===== src/rtl/qk_score.sv =====
// Attention-score stage: S[j] = sat(Q . K[j] * SCALE), one query row against NUM keys.
// Build option QK_SCORE_ROUND_EN selects round-half-up instead of floor on the final shift.
module qk_score #(
   parameter int D_W   = 16,
   parameter int FRAC  = 13,
   parameter int NUM   = 4,
   parameter int DIM   = 16,
   parameter int SCALE = 2048
) (
   input  logic                     I_CLK,
   input  logic                     I_RST_N,
   input  logic                     I_START,
   input  logic [D_W*DIM-1:0]       I_Q,
   input  logic [D_W*DIM*NUM-1:0]   I_K,
   output logic                     O_VLD,
   output logic [D_W*NUM-1:0]       O_DATA
);

   localparam int CW = $clog2(DIM);
   localparam int AW = 2*D_W + CW;
   localparam int PW = AW + D_W;

   localparam logic signed [D_W-1:0] SCALE_S = D_W'(SCALE);
   localparam logic signed [PW-1:0]  SAT_MAX = PW'((2**(D_W-1)) - 1);
   localparam logic signed [PW-1:0]  SAT_MIN = -SAT_MAX - PW'(1);
`ifdef QK_SCORE_ROUND_EN
   localparam logic signed [PW-1:0]  RND_HALF = PW'(1) << (2*FRAC - 1);
`endif

   typedef enum logic [1:0] {
      ST_IDLE = 2'd0,
      ST_MAC  = 2'd1,
      ST_SCL  = 2'd2,
      ST_DONE = 2'd3
   } state_t;

   state_t                  state_q, state_d;
   logic [CW-1:0]           cnt_q, cnt_d;
   logic signed [AW-1:0]    acc_q [NUM];
   logic signed [AW-1:0]    acc_d [NUM];
   logic                    vld_q, vld_d;
   logic [D_W*NUM-1:0]      data_q, data_d;

   logic signed [D_W-1:0]   q_e;
   logic signed [D_W-1:0]   k_e   [NUM];
   logic signed [2*D_W-1:0] mprod [NUM];
   logic signed [PW-1:0]    sprod [NUM];
   logic signed [PW-1:0]    rnd   [NUM];
   logic signed [PW-1:0]    sh    [NUM];
   logic [D_W*NUM-1:0]      score_v;

   // Datapath: per-key multiply of the current element, then scale/shift/saturate of acc.
   always_comb begin
      q_e     = I_Q[int'(cnt_q)*D_W +: D_W];
      score_v = '0;
      for (int j = 0; j < NUM; j++) begin
         k_e[j]   = I_K[(j*DIM + int'(cnt_q))*D_W +: D_W];
         mprod[j] = q_e * k_e[j];
         sprod[j] = PW'(acc_q[j]) * PW'(SCALE_S);
`ifdef QK_SCORE_ROUND_EN
         rnd[j]   = sprod[j] + RND_HALF;
`else
         rnd[j]   = sprod[j];
`endif
         sh[j]    = rnd[j] >>> (2*FRAC);
         if (sh[j] > SAT_MAX) begin
            score_v[j*D_W +: D_W] = SAT_MAX[D_W-1:0];
         end else if (sh[j] < SAT_MIN) begin
            score_v[j*D_W +: D_W] = SAT_MIN[D_W-1:0];
         end else begin
            score_v[j*D_W +: D_W] = sh[j][D_W-1:0];
         end
      end
   end

   always_comb begin
      state_d = state_q;
      cnt_d   = cnt_q;
      acc_d   = acc_q;
      vld_d   = vld_q;
      data_d  = data_q;
      case (state_q)
         ST_IDLE: begin
            if (I_START) begin
               state_d = ST_MAC;
               cnt_d   = '0;
               for (int j = 0; j < NUM; j++) acc_d[j] = '0;
            end
         end
         ST_MAC: begin
            if (!I_START) begin
               state_d = ST_IDLE;
            end else begin
               for (int j = 0; j < NUM; j++) acc_d[j] = acc_q[j] + AW'(mprod[j]);
               if (cnt_q == CW'(DIM-1)) begin
                  state_d = ST_SCL;
                  cnt_d   = '0;
               end else begin
                  cnt_d   = cnt_q + CW'(1);
               end
            end
         end
         ST_SCL: begin
            // An abort here leaves the previous result in place and valid low.
            if (!I_START) begin
               state_d = ST_IDLE;
            end else begin
               data_d  = score_v;
               vld_d   = 1'b1;
               state_d = ST_DONE;
            end
         end
         ST_DONE: begin
            if (!I_START) begin
               state_d = ST_IDLE;
               vld_d   = 1'b0;
            end
         end
         default: begin
            state_d = ST_IDLE;
            vld_d   = 1'b0;
         end
      endcase
   end

   always_ff @(posedge I_CLK or negedge I_RST_N) begin
      if (!I_RST_N) begin
         state_q <= ST_IDLE;
         cnt_q   <= '0;
         for (int j = 0; j < NUM; j++) acc_q[j] <= '0;
         vld_q   <= 1'b0;
         data_q  <= '0;
      end else begin
         state_q <= state_d;
         cnt_q   <= cnt_d;
         for (int j = 0; j < NUM; j++) acc_q[j] <= acc_d[j];
         vld_q   <= vld_d;
         data_q  <= data_d;
      end
   end

   assign O_VLD  = vld_q;
   assign O_DATA = data_q;

endmodule


===== config.mk =====
export PLATFORM = sky130hd
export DESIGN_NAME = qk_score
export DESIGN_NICKNAME = d
export VERILOG_FILES = /design/src/rtl/qk_score.sv
export SDC_FILE = /design/constraint.sdc
export NUM_CORES = 2
export LEC_CHECK = 0
export CAP_MARGIN = 30
export CORE_AREA = 2 2 529 531
export DETAILED_ROUTE_END_ITERATION = 7
export DIE_AREA = 0 0 531 533
export PLACE_DENSITY = 0.54
export SYNTH_ARGS = -nofsm -noshare
export SYNTH_HDL_FRONTEND = slang
export SYNTH_SLANG_ARGS = --single-unit
export TNS_END_PERCENT = 30

===== constraint.sdc =====
create_clock -name I_CLK -period 10.7 [get_ports I_CLK]
set_clock_uncertainty 0.1 [all_clocks]
set_input_delay 1.07 -clock I_CLK [delete_from_list [all_inputs] [get_ports I_CLK]]
set_output_delay 1.07 -clock I_CLK [all_outputs]
set_load 0.005 [all_outputs]

==> results_dict.tcl <==
set metrics [dict create \
    outcome "finished, final reports clean" \
    syn-cell-area_um2 64100 \
    startpoint_type "register" \
    ys_top_cells_by_count "1513 x inv_1, 1256 x fa_1, 660 x nand2_1" \
    area_growth_pct 31.6 \
    dieHeight_um 533 \
    hold_path.class "in -> async" \
    cts_max_level 2 \
    cts_resized 0 \
    cap_violations 0 \
    clock_latency_ns 0.64 \
    cts_hold_buf 0 \
    layout-drive-gt1-share_pct 9.65 \
    grt_max_degree 85 \
    grt.total_usage_pct 23.7 \
    min_period_ns 9.77 \
    cts_buffers 34 \
    seq_area_frac_synth_pct 8.39 \
    synth_edf_count 0 \
    post-route-period-util_pct 91.3 \
    clk_pin_slew_ns 0.06 \
    fmax_mhz 102 \
    cts.sinks 215 \
    crit_type "reg -> reg" \
    reg2reg_depth 29 \
    hpwl_um 294000 \
    drtIter0Drc 3308 \
    portBuffers 1347 \
    synthDistinctLibCells 79 \
    fp.dieW_um 531 \
    clockBufferDepth 3 \
    worstPathRequired_ns 11.06 \
    timing.final.max_slew_violations 0 \
    final-setup-viol-count 0 \
    synth_top_area_share_pct 39.2 \
    grt_setup_unrepaired "false" \
    synth_cells 6583 \
    synthArstFlopShare_pct 100 \
    nNetsFinal 10811 \
    place.gp.congestion 0.944 \
    synth-main-ff-cell "dfrtp_1" \
    yosys.area.top_type "fa_1" \
    pin_count 1348 \
    hold_viol 0 \
    critical-path-max-stage-delay_ns 0.80 \
    syn-num-nets 9551 \
    grt_overflow 0 \
    synth_area_per_cell_um2 9.74 \
    cts_root_buf "clkbuf_16" \
    timing.slew.headroom_pct 32.1 \
    die_area_um2 283000 \
    antenna_left 0 \
    worstMarginPinSlew_ns 1.01 \
    viasPerCell 4.59 \
    synth_area_leaders "fa_1 39%, mux4_2 12%, inv_1 8.9%" \
    totalWireLength_um 337000 \
    crit_top_cell "fa_1" \
    setup_ws_ns 0.929 \
    place_ws_ns 0.847 \
    antenna_found_initial 151 \
    fin_util_pct 30.4 \
    postCtsSetupBuffers 0 \
    grt_pass1_wl_um 463000 \
    drc 0 \
    grt_pass1_vias 58013 \
    endpoint_kind "register" \
    worstPathMaxFanout 21 \
    setup-tns-final_ns 0 \
    cts_tree "yes" \
    cpMaxStageDelayCell "o31ai_1" \
    dr_total_vias 53971 \
    synth-seq-cells 215 \
    core-area_um2 278000 \
    dr.pass1.iters 7 \
    yosys.cell_count.top_type "inv_1" \
    row_count 194 \
    wl_per_cell_um 28.7 \
    start_util_pct 23.1 \
    ys_warn_count 0 \
    critPathArrivalTime_ns 10.13 \
]
worst max-delay path: cells and delay by family, from the launching register on:
| kind | cells | cell delay [ns] |
|---|---|---|
| compound gates | 8 | 2.63 |
| xor+xnor | 1 | 0.19 |
| fa+ha+maj | 7 | 3.09 |
| buf+inv | 8 | 1.38 |
| flops | 1 | 0.79 |
| mux | 2 | 0.80 |
| simple gates | 3 | 0.55 |
per-stage QoR:
step	hold WS, ns	instance area [um^2]	std cells
CTS	0.293	83900	11589
floorplan	0.345	64100	6583
global route	0.323	84300	11735
detailed placement	0.363	82700	11529
global placement	0.356	82500	11519
finish	0.294	84400	11766
worst paths after layout:
| check | start | endpoint | slack (ns) |
|---|---|---|---|
| min in group I_CLK | acc_q[74] | acc_q[74] | 0.37 |
| setup / recovery | cnt_q[0] | acc_q[60] | 0.93 |
| setup reg to reg | cnt_q[0] | acc_q[60] | 0.93 |
| hold reg to reg | acc_q[74] | acc_q[74] | 0.37 |
| hold / removal | I_RST_N | O_DATA[29] | 0.29 |
| max in group asynchronous | I_RST_N | cnt_q[0] | 8.13 |
registers in the layout, indices dropped and copies added, names as in the netlist:
| name | count |
|---|---|
| acc_q | 144 |
| O_DATA | 64 |
| cnt_q | 4 |
| state_q | 2 |
| O_VLD | 1 |
routing by layer:
metal	routed length, um	GRT usage [%]
met4	19600	13.2
met5	401	0
met1	132000	28.5
met2	161000	38.9
met3	25000	5.46
final cells by class:
class / instances / area (um^2)
Timing Repair Buffer: 1554 / 15400
Sequential cell: 215 / 5400
Clock buffer: 41 / 938
Tap cell: 3724 / 4660
Clock inverter: 19 / 299
Fill cell: 28920 / 194000
Antenna cell: 175 / 438
Inverter: 1515 / 5690
Multi-Input combinational cell: 4523 / 51600
placed cells by master, fill, tap and decap left out, types with 69 or more instances in the layout:
master,netlist,layout
inv_1,1513,1513
clkdlybuf4s50_1,0,1346
fa_1,1256,1256
nand2_1,660,658
nor2_1,635,634
ha_1,429,429
mux4_2,344,344
o21ai_0,217,215
dfrtp_1,215,211
buf_4,44,182
diode_2,0,175
a21oi_1,169,169
xnor2_1,79,79
a21o_1,69,69
logic make-up after synthesis:
group / share of synthesized area, %
AO/OA/AOI/OAI: 6.51
multiplexers: 14.0
flip-flops: 8.39
XOR/XNOR: 1.91
adder cells (fa/ha/maj): 47.6
AND/OR/NAND/NOR: 10.1
buffers and inverters: 11.4
Power is not shown: default switching activity piles up to over one toggle a cycle in this logic, so the estimate is an artifact.
